**config.mk**
```make
export PLATFORM = sky130hd
export DESIGN_NAME = id_ex_stage_flat
export DESIGN_NICKNAME = d
export VERILOG_FILES = /design/src/rtl/id_ex_stage_pkg.sv /design/src/rtl/id_ex_stage_if.sv /design/src/rtl/id_ex_stage_fwd_mux.sv /design/src/rtl/id_ex_stage.sv /design/src/flat_wrapper.sv
export SDC_FILE = /design/constraint.sdc
export NUM_CORES = 1
export LEC_CHECK = 0
export BUFFER_PORTS_ARGS = -buffer_cell sky130_fd_sc_hd__buf_2
export CAP_MARGIN = 5
export CORE_MARGIN = 4
export CORE_UTILIZATION = 50
export DETAILED_ROUTE_END_ITERATION = 8
export PLACE_DENSITY = 0.95
export SLEW_MARGIN = 20
export SYNTH_ARGS = -nofsm -noshare
export SYNTH_HDL_FRONTEND = slang
export SYNTH_SLANG_ARGS = --single-unit
```
**constraint.sdc**
```tcl
create_clock -name clk -period 6.5 [get_ports clk]
set_input_delay 1.625 -clock clk [delete_from_list [all_inputs] [get_ports clk]]
set_output_delay 1.625 -clock clk [all_outputs]
set_load 0.05 [all_outputs]
```
**src/rtl/id_ex_stage_pkg.sv**
```systemverilog
// Shared CPU definitions: ALU opcode encoding and default datapath widths.
// Used by the ID/EX stage and the ALU so both agree on operand width and opcodes.
package id_ex_stage_pkg;

    localparam int CPU_DATA_W  = 32;
    localparam int CPU_RADDR_W = 5;
    localparam int IMM_W       = 16;

    typedef enum logic [2:0] {
        ALU_ADD = 3'b000,
        ALU_SUB = 3'b100,
        ALU_AND = 3'b001,
        ALU_OR  = 3'b101,
        ALU_XOR = 3'b010,
        ALU_LUI = 3'b110
    } alu_op_e;

    // Arithmetic ops take a signed immediate; logical ops, lui and any
    // unassigned encodings take it zero-extended.
    function automatic logic imm_is_signed(input logic [2:0] op);
        return (op == ALU_ADD) || (op == ALU_SUB);
    endfunction

endpackage : id_ex_stage_pkg

```
**src/rtl/id_ex_stage_if.sv**
```systemverilog
// Bundle of the ID/EX stage's decode-side, forwarding, control and execute-side
// signals. master = the surrounding pipeline, slave = the ID/EX stage itself.
interface id_ex_stage_if
    import id_ex_stage_pkg::*;
#(
    parameter int DATA_W  = CPU_DATA_W,
    parameter int RADDR_W = CPU_RADDR_W
);
    // Decode-side handshake and instruction fields
    logic               in_valid;
    logic               in_ready;
    logic [2:0]         in_op;
    logic [RADDR_W-1:0] in_rs_addr;
    logic [RADDR_W-1:0] in_rt_addr;
    logic [DATA_W-1:0]  in_rs_data;
    logic [DATA_W-1:0]  in_rt_data;
    logic [IMM_W-1:0]   in_imm;
    logic               in_use_imm;
    logic [RADDR_W-1:0] in_rd_addr;
    logic               in_wr_en;

    // Forwarding sources: EX/MEM (fwd1) and MEM/WB (fwd2)
    logic               fwd1_wr_en;
    logic               fwd1_is_load;
    logic [RADDR_W-1:0] fwd1_addr;
    logic [DATA_W-1:0]  fwd1_data;
    logic               fwd2_wr_en;
    logic [RADDR_W-1:0] fwd2_addr;
    logic [DATA_W-1:0]  fwd2_data;

    // Pipeline control
    logic               flush;
    logic               ex_ready;

    // Execute-side outputs
    logic               out_valid;
    logic [DATA_W-1:0]  alu_a;
    logic [DATA_W-1:0]  alu_b;
    logic [2:0]         alu_op;
    logic [RADDR_W-1:0] out_rd_addr;
    logic               out_wr_en;
    logic [15:0]        stall_cnt;

    modport master (
        output in_valid, in_op, in_rs_addr, in_rt_addr, in_rs_data, in_rt_data,
               in_imm, in_use_imm, in_rd_addr, in_wr_en,
               fwd1_wr_en, fwd1_is_load, fwd1_addr, fwd1_data,
               fwd2_wr_en, fwd2_addr, fwd2_data, flush, ex_ready,
        input  in_ready, out_valid, alu_a, alu_b, alu_op, out_rd_addr,
               out_wr_en, stall_cnt
    );

    modport slave (
        input  in_valid, in_op, in_rs_addr, in_rt_addr, in_rs_data, in_rt_data,
               in_imm, in_use_imm, in_rd_addr, in_wr_en,
               fwd1_wr_en, fwd1_is_load, fwd1_addr, fwd1_data,
               fwd2_wr_en, fwd2_addr, fwd2_data, flush, ex_ready,
        output in_ready, out_valid, alu_a, alu_b, alu_op, out_rd_addr,
               out_wr_en, stall_cnt
    );

endinterface : id_ex_stage_if

```
**src/rtl/id_ex_stage_fwd_mux.sv**
```systemverilog
// Per-operand forwarding select. Resolves one source register to the newest
// available value: EX/MEM result, then MEM/WB result, then the register file.
// Register 0 is hard-wired to zero and never forwarded.
module fwd_mux
    import id_ex_stage_pkg::*;
#(
    parameter int DATA_W  = CPU_DATA_W,
    parameter int RADDR_W = CPU_RADDR_W
) (
    input  logic [RADDR_W-1:0] src_addr_i,
    input  logic [DATA_W-1:0]  rf_data_i,
    input  logic               fwd1_wr_en_i,
    input  logic [RADDR_W-1:0] fwd1_addr_i,
    input  logic [DATA_W-1:0]  fwd1_data_i,
    input  logic               fwd2_wr_en_i,
    input  logic [RADDR_W-1:0] fwd2_addr_i,
    input  logic [DATA_W-1:0]  fwd2_data_i,
    output logic [DATA_W-1:0]  data_o,
    output logic               fwd1_hit_o
);

    logic src_is_zero;
    logic fwd2_hit;

    assign src_is_zero = (src_addr_i == '0);
    assign fwd1_hit_o  = fwd1_wr_en_i && (fwd1_addr_i == src_addr_i) && !src_is_zero;
    assign fwd2_hit    = fwd2_wr_en_i && (fwd2_addr_i == src_addr_i) && !src_is_zero;

    // Priority select: zero register, then youngest producer, then register file
    always_comb begin
        // NOTE: every path assigns data_o (default first), so no latch is inferred.
        data_o = rf_data_i;
        if (src_is_zero) begin
            data_o = '0;
        end else if (fwd1_hit_o) begin
            data_o = fwd1_data_i;
        end else if (fwd2_hit) begin
            data_o = fwd2_data_i;
        end
    end

endmodule : fwd_mux

```
**src/rtl/id_ex_stage.sv**
```systemverilog
// ID/EX pipeline register. Resolves forwarded operands and the extended
// immediate, detects load-use hazards, and holds one instruction for the
// execute stage under a valid/ready handshake with flush and backpressure.
module id_ex_stage
    import id_ex_stage_pkg::*;
#(
    parameter int DATA_W  = CPU_DATA_W,
    parameter int RADDR_W = CPU_RADDR_W
) (
    input  logic          clk,
    input  logic          rst_n,
    id_ex_stage_if.slave  bus
);

    // Resolved operands
    logic [DATA_W-1:0] rs_val;
    logic [DATA_W-1:0] rt_val;
    logic              rs_fwd1_hit;
    logic              rt_fwd1_hit;
    logic [DATA_W-1:0] imm_ext;
    logic [DATA_W-1:0] opnd_b;

    // Handshake
    logic hazard;
    logic in_ready;
    logic capture;

    // Pipeline register state
    logic               valid_q,  valid_d;
    logic [DATA_W-1:0]  alu_a_q,  alu_a_d;
    logic [DATA_W-1:0]  alu_b_q,  alu_b_d;
    logic [2:0]         alu_op_q, alu_op_d;
    logic [RADDR_W-1:0] rd_q,     rd_d;
    logic               wr_en_q,  wr_en_d;
    logic [15:0]        stall_q,  stall_d;

    fwd_mux #(
        .DATA_W  (DATA_W),
        .RADDR_W (RADDR_W)
    ) u_fwd_rs (
        .src_addr_i   (bus.in_rs_addr),
        .rf_data_i    (bus.in_rs_data),
        .fwd1_wr_en_i (bus.fwd1_wr_en),
        .fwd1_addr_i  (bus.fwd1_addr),
        .fwd1_data_i  (bus.fwd1_data),
        .fwd2_wr_en_i (bus.fwd2_wr_en),
        .fwd2_addr_i  (bus.fwd2_addr),
        .fwd2_data_i  (bus.fwd2_data),
        .data_o       (rs_val),
        .fwd1_hit_o   (rs_fwd1_hit)
    );

    fwd_mux #(
        .DATA_W  (DATA_W),
        .RADDR_W (RADDR_W)
    ) u_fwd_rt (
        .src_addr_i   (bus.in_rt_addr),
        .rf_data_i    (bus.in_rt_data),
        .fwd1_wr_en_i (bus.fwd1_wr_en),
        .fwd1_addr_i  (bus.fwd1_addr),
        .fwd1_data_i  (bus.fwd1_data),
        .fwd2_wr_en_i (bus.fwd2_wr_en),
        .fwd2_addr_i  (bus.fwd2_addr),
        .fwd2_data_i  (bus.fwd2_data),
        .data_o       (rt_val),
        .fwd1_hit_o   (rt_fwd1_hit)
    );

    // Immediate extension and operand-b select
    always_comb begin
        if (imm_is_signed(bus.in_op)) begin
            imm_ext = {{(DATA_W-IMM_W){bus.in_imm[IMM_W-1]}}, bus.in_imm};
        end else begin
            imm_ext = {{(DATA_W-IMM_W){1'b0}}, bus.in_imm};
        end
        opnd_b = bus.in_use_imm ? imm_ext : rt_val;
    end

    // A load in EX/MEM cannot forward yet; stall any consumer of its result.
    // rt only counts as a consumer when the immediate is not replacing it.
    assign hazard   = bus.in_valid && bus.fwd1_is_load &&
                      (rs_fwd1_hit || (!bus.in_use_imm && rt_fwd1_hit));
    assign in_ready = (!valid_q || bus.ex_ready) && !hazard && !bus.flush;
    assign capture  = bus.in_valid && in_ready;

    // Next-state: flush beats capture/hold; capture beats drain; otherwise hold
    always_comb begin
        valid_d  = valid_q;
        alu_a_d  = alu_a_q;
        alu_b_d  = alu_b_q;
        alu_op_d = alu_op_q;
        rd_d     = rd_q;
        wr_en_d  = wr_en_q;
        stall_d  = stall_q;

        if (hazard && (stall_q != 16'hFFFF)) begin
            stall_d = stall_q + 16'd1;
        end

        if (bus.flush) begin
            valid_d = 1'b0;
        end else if (capture) begin
            valid_d  = 1'b1;
            alu_a_d  = rs_val;
            alu_b_d  = opnd_b;
            alu_op_d = bus.in_op;
            rd_d     = bus.in_rd_addr;
            wr_en_d  = bus.in_wr_en;
        end else if (valid_q && bus.ex_ready) begin
            valid_d = 1'b0;
        end
    end

    // State register with asynchronous clear of every output
    always_ff @(posedge clk or negedge rst_n) begin
        // NOTE: sequential state uses non-blocking (<=) so all registers update together.
        if (!rst_n) begin
            valid_q  <= 1'b0;
            alu_a_q  <= '0;
            alu_b_q  <= '0;
            alu_op_q <= '0;
            rd_q     <= '0;
            wr_en_q  <= 1'b0;
            stall_q  <= '0;
        end else begin
            valid_q  <= valid_d;
            alu_a_q  <= alu_a_d;
            alu_b_q  <= alu_b_d;
            alu_op_q <= alu_op_d;
            rd_q     <= rd_d;
            wr_en_q  <= wr_en_d;
            stall_q  <= stall_d;
        end
    end

    assign bus.in_ready    = in_ready;
    assign bus.out_valid   = valid_q;
    assign bus.alu_a       = alu_a_q;
    assign bus.alu_b       = alu_b_q;
    assign bus.alu_op      = alu_op_q;
    assign bus.out_rd_addr = rd_q;
    // A stale write enable must never escape while no instruction is held
    assign bus.out_wr_en   = wr_en_q && valid_q;
    assign bus.stall_cnt   = stall_q;

endmodule : id_ex_stage
```
**src/flat_wrapper.sv**
```systemverilog
// flat-port wrapper written by rule: the top's interface ports become plain ports
module id_ex_stage_flat import id_ex_stage_pkg::*;
#(
    parameter int DATA_W  = CPU_DATA_W,
    parameter int RADDR_W = CPU_RADDR_W
)
  (clk, rst_n, bus_in_valid, bus_in_op, bus_in_rs_addr, bus_in_rt_addr, bus_in_rs_data, bus_in_rt_data, bus_in_imm, bus_in_use_imm, bus_in_rd_addr, bus_in_wr_en, bus_fwd1_wr_en, bus_fwd1_is_load, bus_fwd1_addr, bus_fwd1_data, bus_fwd2_wr_en, bus_fwd2_addr, bus_fwd2_data, bus_flush, bus_ex_ready, bus_in_ready, bus_out_valid, bus_alu_a, bus_alu_b, bus_alu_op, bus_out_rd_addr, bus_out_wr_en, bus_stall_cnt);
  id_ex_stage_if #(.DATA_W(DATA_W), .RADDR_W(RADDR_W)) bus_i ();
  input  logic clk;
  input  logic rst_n;
  input wire logic [$bits(bus_i.in_valid)-1:0] bus_in_valid;
  input wire logic [$bits(bus_i.in_op)-1:0] bus_in_op;
  input wire logic [$bits(bus_i.in_rs_addr)-1:0] bus_in_rs_addr;
  input wire logic [$bits(bus_i.in_rt_addr)-1:0] bus_in_rt_addr;
  input wire logic [$bits(bus_i.in_rs_data)-1:0] bus_in_rs_data;
  input wire logic [$bits(bus_i.in_rt_data)-1:0] bus_in_rt_data;
  input wire logic [$bits(bus_i.in_imm)-1:0] bus_in_imm;
  input wire logic [$bits(bus_i.in_use_imm)-1:0] bus_in_use_imm;
  input wire logic [$bits(bus_i.in_rd_addr)-1:0] bus_in_rd_addr;
  input wire logic [$bits(bus_i.in_wr_en)-1:0] bus_in_wr_en;
  input wire logic [$bits(bus_i.fwd1_wr_en)-1:0] bus_fwd1_wr_en;
  input wire logic [$bits(bus_i.fwd1_is_load)-1:0] bus_fwd1_is_load;
  input wire logic [$bits(bus_i.fwd1_addr)-1:0] bus_fwd1_addr;
  input wire logic [$bits(bus_i.fwd1_data)-1:0] bus_fwd1_data;
  input wire logic [$bits(bus_i.fwd2_wr_en)-1:0] bus_fwd2_wr_en;
  input wire logic [$bits(bus_i.fwd2_addr)-1:0] bus_fwd2_addr;
  input wire logic [$bits(bus_i.fwd2_data)-1:0] bus_fwd2_data;
  input wire logic [$bits(bus_i.flush)-1:0] bus_flush;
  input wire logic [$bits(bus_i.ex_ready)-1:0] bus_ex_ready;
  output wire logic [$bits(bus_i.in_ready)-1:0] bus_in_ready;
  output wire logic [$bits(bus_i.out_valid)-1:0] bus_out_valid;
  output wire logic [$bits(bus_i.alu_a)-1:0] bus_alu_a;
  output wire logic [$bits(bus_i.alu_b)-1:0] bus_alu_b;
  output wire logic [$bits(bus_i.alu_op)-1:0] bus_alu_op;
  output wire logic [$bits(bus_i.out_rd_addr)-1:0] bus_out_rd_addr;
  output wire logic [$bits(bus_i.out_wr_en)-1:0] bus_out_wr_en;
  output wire logic [$bits(bus_i.stall_cnt)-1:0] bus_stall_cnt;
  assign bus_i.in_valid = bus_in_valid;
  assign bus_i.in_op = bus_in_op;
  assign bus_i.in_rs_addr = bus_in_rs_addr;
  assign bus_i.in_rt_addr = bus_in_rt_addr;
  assign bus_i.in_rs_data = bus_in_rs_data;
  assign bus_i.in_rt_data = bus_in_rt_data;
  assign bus_i.in_imm = bus_in_imm;
  assign bus_i.in_use_imm = bus_in_use_imm;
  assign bus_i.in_rd_addr = bus_in_rd_addr;
  assign bus_i.in_wr_en = bus_in_wr_en;
  assign bus_i.fwd1_wr_en = bus_fwd1_wr_en;
  assign bus_i.fwd1_is_load = bus_fwd1_is_load;
  assign bus_i.fwd1_addr = bus_fwd1_addr;
  assign bus_i.fwd1_data = bus_fwd1_data;
  assign bus_i.fwd2_wr_en = bus_fwd2_wr_en;
  assign bus_i.fwd2_addr = bus_fwd2_addr;
  assign bus_i.fwd2_data = bus_fwd2_data;
  assign bus_i.flush = bus_flush;
  assign bus_i.ex_ready = bus_ex_ready;
  assign bus_in_ready = bus_i.in_ready;
  assign bus_out_valid = bus_i.out_valid;
  assign bus_alu_a = bus_i.alu_a;
  assign bus_alu_b = bus_i.alu_b;
  assign bus_alu_op = bus_i.alu_op;
  assign bus_out_rd_addr = bus_i.out_rd_addr;
  assign bus_out_wr_en = bus_i.out_wr_en;
  assign bus_stall_cnt = bus_i.stall_cnt;
  id_ex_stage #(.DATA_W(DATA_W), .RADDR_W(RADDR_W)) u_core (.clk(clk), .rst_n(rst_n), .bus(bus_i));
endmodule
```
## After elaboration in Yosys (flattened, before gate mapping)

Index checks and enable logic that the tools add are counted.

- Flip-flop bits (word level): 90
- Latch bits: 0
- RAM bits: 0
- Memory bits (read-only): 0
- Input bits: 182
- Word-level logic and storage cells: 57
- Memories: 0

- Add/subtract/negate cells: 1
- Multipliers: 0
- Divide/modulo/power cells: 0
- $lt $le $gt $ge: 0
- Equal/unequal tests: 6
- Shift operators: 0
- Mux-type cells: 11
- Bitwise gates (word level): 1
- Reductions and logical operators: 31

Operators by type and width:

| kind | count |
|---|---|
| two-way mux 32 bit | 8 |
| equality test 5 bit | 4 |
| logical AND 1 bit | 17 |
| adder 16 x 1 -> 16 bit, second input constant | 1 |
| inequality test 16 bit, second input constant | 1 |
| zero test 5 bit | 2 |
| zero test 1 bit | 6 |
| equality test 3 bit, second input constant | 1 |
| zero test 3 bit | 1 |
| logical OR 1 bit | 3 |
| two-way mux 1 bit | 3 |
| nonzero test 3 bit | 1 |
| AND reduction 2 bit | 1 |
| inverter 1 bit | 1 |

## Depth between registers and ports, before layout

- Word-level depth: 12
- Mapped depth: 9

## Modules after synthesis

A second synthesis with hierarchy kept.

- Cells, all modules: 645
- Area total of the unflattened synthesis: 6254.7 sq um

Modules (own cells, without submodules):

| module | instances | cells an instance | area each (sq um) |
|---|---|---|---|
| id_ex_stage | 1 | 295 | 4157.7 |
| fwd_mux | 2 | 175 | 1048.5 |

## Worst setup path after synthesis

Ideal clock, no wire load.

- Kind: input to output
- From: in bus_in_rs_addr[0]
- To: out bus_in_ready
- Arrival: 4.144 ns
- Data required time: 4.875 ns
- Path slack: 0.731 ns
- Cell stages on the path: 7
- Path buffers: 2
- Path through: or4_1 > or2_1 > buf_2 > or3b_2 > buf_2 > o21ai_0 > a21boi_0

- Cells in the longest elaborated chain, start to end: 8
- Elaborated cells between the ends (all ways): 10
- Classes of those cells: 1 x eq/ne; 9 x reduce/logical

Ends and longest elaborated chain:

| element | RTL line | RTL |
|---|---|---|
| start: declaration | flat_wrapper.sv:13 | `input wire logic [$bits(bus_i.in_rs_addr)-1:0] bus_in_rs_addr;` |
| equality test 5 bit / zero test 5 bit (equally long branches) | id_ex_stage_fwd_mux.sv:26, id_ex_stage_fwd_mux.sv:25 |  |
| logical AND 1 bit / zero test 1 bit (equally long branches) | id_ex_stage_fwd_mux.sv:26 | `assign fwd1_hit_o = fwd1_wr_en_i && (fwd1_addr_i == src_addr_i) && !src_is_zero;` |
| logical AND 1 bit * | id_ex_stage_fwd_mux.sv:26 |  |
| logical OR 1 bit * | id_ex_stage.sv:82 | `(rs_fwd1_hit \|\| (!bus.in_use_imm && rt_fwd1_hit));` |
| logical AND 1 bit * | id_ex_stage.sv:81 | `assign hazard = bus.in_valid && bus.fwd1_is_load &&` |
| zero test 1 bit * | id_ex_stage.sv:83 | `assign in_ready = (!valid_q \|\| bus.ex_ready) && !hazard && !bus.flush;` |
| logical AND 1 bit * (2 in a row) | id_ex_stage.sv:83 |  |
| end: declaration | flat_wrapper.sv:30 | `output wire logic [$bits(bus_i.in_ready)-1:0] bus_in_ready;` |

Every way passes the cells marked *; elsewhere a longest branch is shown, timed or not.

## Worst setup path in the final report

- From: in bus_in_rt_addr[1]
- To: out bus_in_ready

- Cells in the longest elaborated chain, start to end: 9
- Elaborated cells between the ends (all ways): 11
- Classes of those cells: 1 x eq/ne; 10 x reduce/logical

Ends and longest elaborated chain:

| element | RTL line | RTL |
|---|---|---|
| start: declaration | flat_wrapper.sv:14 | `input wire logic [$bits(bus_i.in_rt_addr)-1:0] bus_in_rt_addr;` |
| equality test 5 bit / zero test 5 bit (equally long branches) | id_ex_stage_fwd_mux.sv:26, id_ex_stage_fwd_mux.sv:25 |  |
| logical AND 1 bit / zero test 1 bit (equally long branches) | id_ex_stage_fwd_mux.sv:26 |  |
| logical AND 1 bit * | id_ex_stage_fwd_mux.sv:26 |  |
| logical AND 1 bit * | id_ex_stage.sv:82 |  |
| logical OR 1 bit * | id_ex_stage.sv:82 |  |
| logical AND 1 bit * | id_ex_stage.sv:81 |  |
| zero test 1 bit * | id_ex_stage.sv:83 |  |
| logical AND 1 bit * (2 in a row) | id_ex_stage.sv:83 |  |

Marked as above.

==> flow_summary.json <==
{
  "wl_per_cell_um": 20.87,
  "ys_top_cells_by_area": "dfrtp_1, mux2_2, nand2_1, a31oi_1, o21ai_0",
  "worst_skew_pair_later_pin_latency_ns": 0.37,
  "ant_nets": 0,
  "yosys.area.top_type_share_pct": 42.42,
  "whs_endpoint": "u_core.bus.out_rd_addr[4]$_DFFE_PN0P_",
  "ys_async_sr_fraction_pct": 100.0,
  "first_global_vias": 5853,
  "power.static_leakage_nw": 3.281,
  "endpoint_kind": "primary output",
  "route.final.wire_length_mm": 19.81,
  "grt_remaining_overflow": 0,
  "hp-start": "u_core.bus.out_rd_addr[4]$_DFFE_PN0P_",
  "tritoncts_num_sinks": 90,
  "synthesis.nets": 746,
  "timing.critical_path.required_ns": 4.88,
  "clock_tree.root_cell": "clkbuf_8",
  "path_clk_slew_ns": 0.09,
  "dr_total_vias": 5773,
  "die_x_um": 111.0,
  "hold_path_class": "register to register",
  "clock-skew-final_ns": 0.006308,
  "clock_tree.htree_level_count": 3,
  "drt_iter0_markers": 779,
  "post_cts.repair.setup_buffers": 0,
  "setup_total_negative_slack_ns": 0,
  "remaining_drc_errors": 0,
  "synthDistinctLibCells": 41,
  "yosys.cell_count.top_type": "dfrtp_1",
  "ys_seq_area_share_pct": 42.42,
  "first_pass_grt_wire_length_mm": 30.95,
  "die_h_um": 111.0,
  "core-area_um2": 10320,
  "n_antenna_cell": 0,
  "flow.area_growth_from_synthesis_pct": 30.78,
  "place_congestion": 0.9432,
  "timing_worst_setup_path_type": "primary input to primary output",
  "transition_time_of_the_tightest_slew_check_pin_ns": 0.9859,
  "slew-limit-headroom_pct": 34.27,
  "yosys.area.top_type": "dfrtp_1",
  "die-area_um2": 12330,
  "postSynthRegisterBits": 90,
  "post_route_cells_drive_above_1_share_pct": 44.40,
  "syn_avg_cell_area_um2": 9.430,
  "final_core_util_pct": 67.25,
  "r2r_cell_count": 5,
  "min_path_cells": 1,
  "timing.final.crit_period_ns": 5.271,
  "nets": 992,
  "io_pins": 273,
  "p_per_area_nw_per_um2": 275.3,
  "tritoncts.num_buffers": 9,
  "ys_warn_count": 0,
  "number_of_antenna_violations_at_the_first_check_in_global_routing": 0,
  "portBuffers": 272,
  "rsz_0062_raised_after_global_routing": "no",
  "clock_tree_from_tritoncts": "done",
  "startpoint_type": "primary input",
  "synth_edf_count": 0,
  "setup_viol": 0,
  "post_cts_resized": 0,
  "beginning_of_the_worst_register_to_register_path": "u_core.bus.out_valid$_DFFE_PN0P_",
  "r2r_slack_ns": 4.12,
  "hold_viol": 0,
  "final-max-slew-violation-count": 0,
  "grt_max_degree": 79,
  "hpwlAfterDp_mm": 14.70,
  "ys_dominant_reg_cell": "dfrtp_1",
  "synth.top_cells.by_count": "dfrtp_1, nand2_1, o21ai_0",
  "r2r-end": "u_core.bus.alu_a[18]$_DFFE_PN0P_",
  "cts_buffer_depth": 2,
  "grt_util_all_layers_pct": 31.30,
  "syn-instance-count": 563,
  "starting_density_pct": 51.42,
  "outcome": "finished, final reports clean",
  "placementRows": 37,
  "ir_drop_mv": 0.2258,
  "synth_area_um2": 5309,
  "worstPathArrival_ns": 3.65,
  "total_iterations_of_the_first_detailed_routing_run": 6,
  "viasPerCell": 6.083,
  "maxCapViolations": 0,
  "p_total_mw": 1.911,
  "maximum_clock_rate_mhz": 189.7,
  "critical_path_peak_fanout": 33,
  "cts-hold-fix-buffers": 0,
  "final_min_period_over_clock_period_pct": 81.09
}
-- power by group --
part | total, mW | switching, mW | internal [mW]
registers | 0.706 | 0.0549 | 0.651
clock network | 0.479 | 0.204 | 0.275
logic | 0.726 | 0.517 | 0.208
-- cells in the final DEF, fill, tap and decap left out, types with 2 or more instances in the layout --
cell type and n:
nand2_1 87, a31oi_1 49, mux2_2 56, bufinv_16 3, and3_1 6, dfrtp_1 90
clkbuf_8 11, and2_1 4, or3_1 2, o21ai_0 61, buf_2 272, o22a_1 16
and4_1 2, xnor2_1 34, a21oi_1 29, mux2_1 2, inv_1 3, or4_1 2
o221ai_1 16, nor2_1 17, nand4_1 12, o211a_1 2, mux2i_1 4, buf_4 9
nand3_1 4
-- final cells by class --
| cell class | instances | area, um^2 |
|---|---|---|
| Inverter | 3 | 11.26 |
| Clock buffer | 11 | 151.4 |
| Tap cell | 136 | 170.2 |
| Clock inverter | 4 | 98.84 |
| Timing Repair Buffer | 282 | 1449 |
| Multi-Input combinational cell | 423 | 2810 |
| Sequential cell | 90 | 2252 |
| Fill cell | 781 | 3381 |
-- critical path: stages --
cell	delay (ns)
buf_2	0.13
xnor2_1	0.16
nand4_1	0.21
or2_2	0.60
o21ai_0	0.48
a21boi_0	0.17
buf_2	0.25
-- state kept, by name (all words and copies together) (netlist names) --
register / flops
u_core.bus.out_valid: 1
u_core.bus.alu_b: 32
u_core.bus.alu_op: 3
u_core.bus.out_rd_addr: 5
u_core.wr_en_q: 1
u_core.bus.alu_a: 32
u_core.bus.stall_cnt: 16
-- worst max-delay path by stage --
| stage | startpoint | end | depth (start not counted) |
|---|---|---|---|
| 3_3_place_gp | bus_in_rt_addr[1] | bus_in_ready | 7 |
| 2_1_floorplan | bus_in_rs_addr[0] | bus_in_ready | 7 |
| 3_5_place_dp | bus_in_rt_addr[0] | bus_in_ready | 7 |
| 6_report | bus_in_rt_addr[1] | bus_in_ready | 7 |
| 5_1_grt | bus_in_rt_addr[1] | bus_in_ready | 7 |
| 4_1_cts | bus_in_rt_addr[0] | bus_in_ready | 7 |
-- per-layer routing --
metal | share of wire [%] | GRT usage, %
met5 | 0 | 0
met4 | 3.2 | 13.63
met3 | 11 | 8.406
met2 | 50 | 52.75
met1 | 36 | 37.68
-- cells by family after synthesis --
kind of cell	count (synthesis)	share of synthesized area, %
adder cells (fa/ha/maj)	1	0.2356
multiplexers	62	13.06
XOR/XNOR	35	5.774
AO/OA/AOI/OAI	178	20.67
flip-flops	90	42.42
AND/OR/NAND/NOR	147	12.92
buffers and inverters	50	4.926
-- per-stage QoR --
stage          area [um^2]  hold slack, ns  std cells  worst slack [ns]
3_5_place_dp          6688          0.4695        933             1.262
2_1_floorplan         5309          0.4497        563            0.7308
5_1_grt               6943          0.5152        949             1.064
4_1_cts               6938          0.4890        948             1.261
6_report              6943          0.4903        949             1.229
3_3_place_gp          6688          0.4642        933             1.342
No activity file was read; power rests on OpenSTA's default activity.
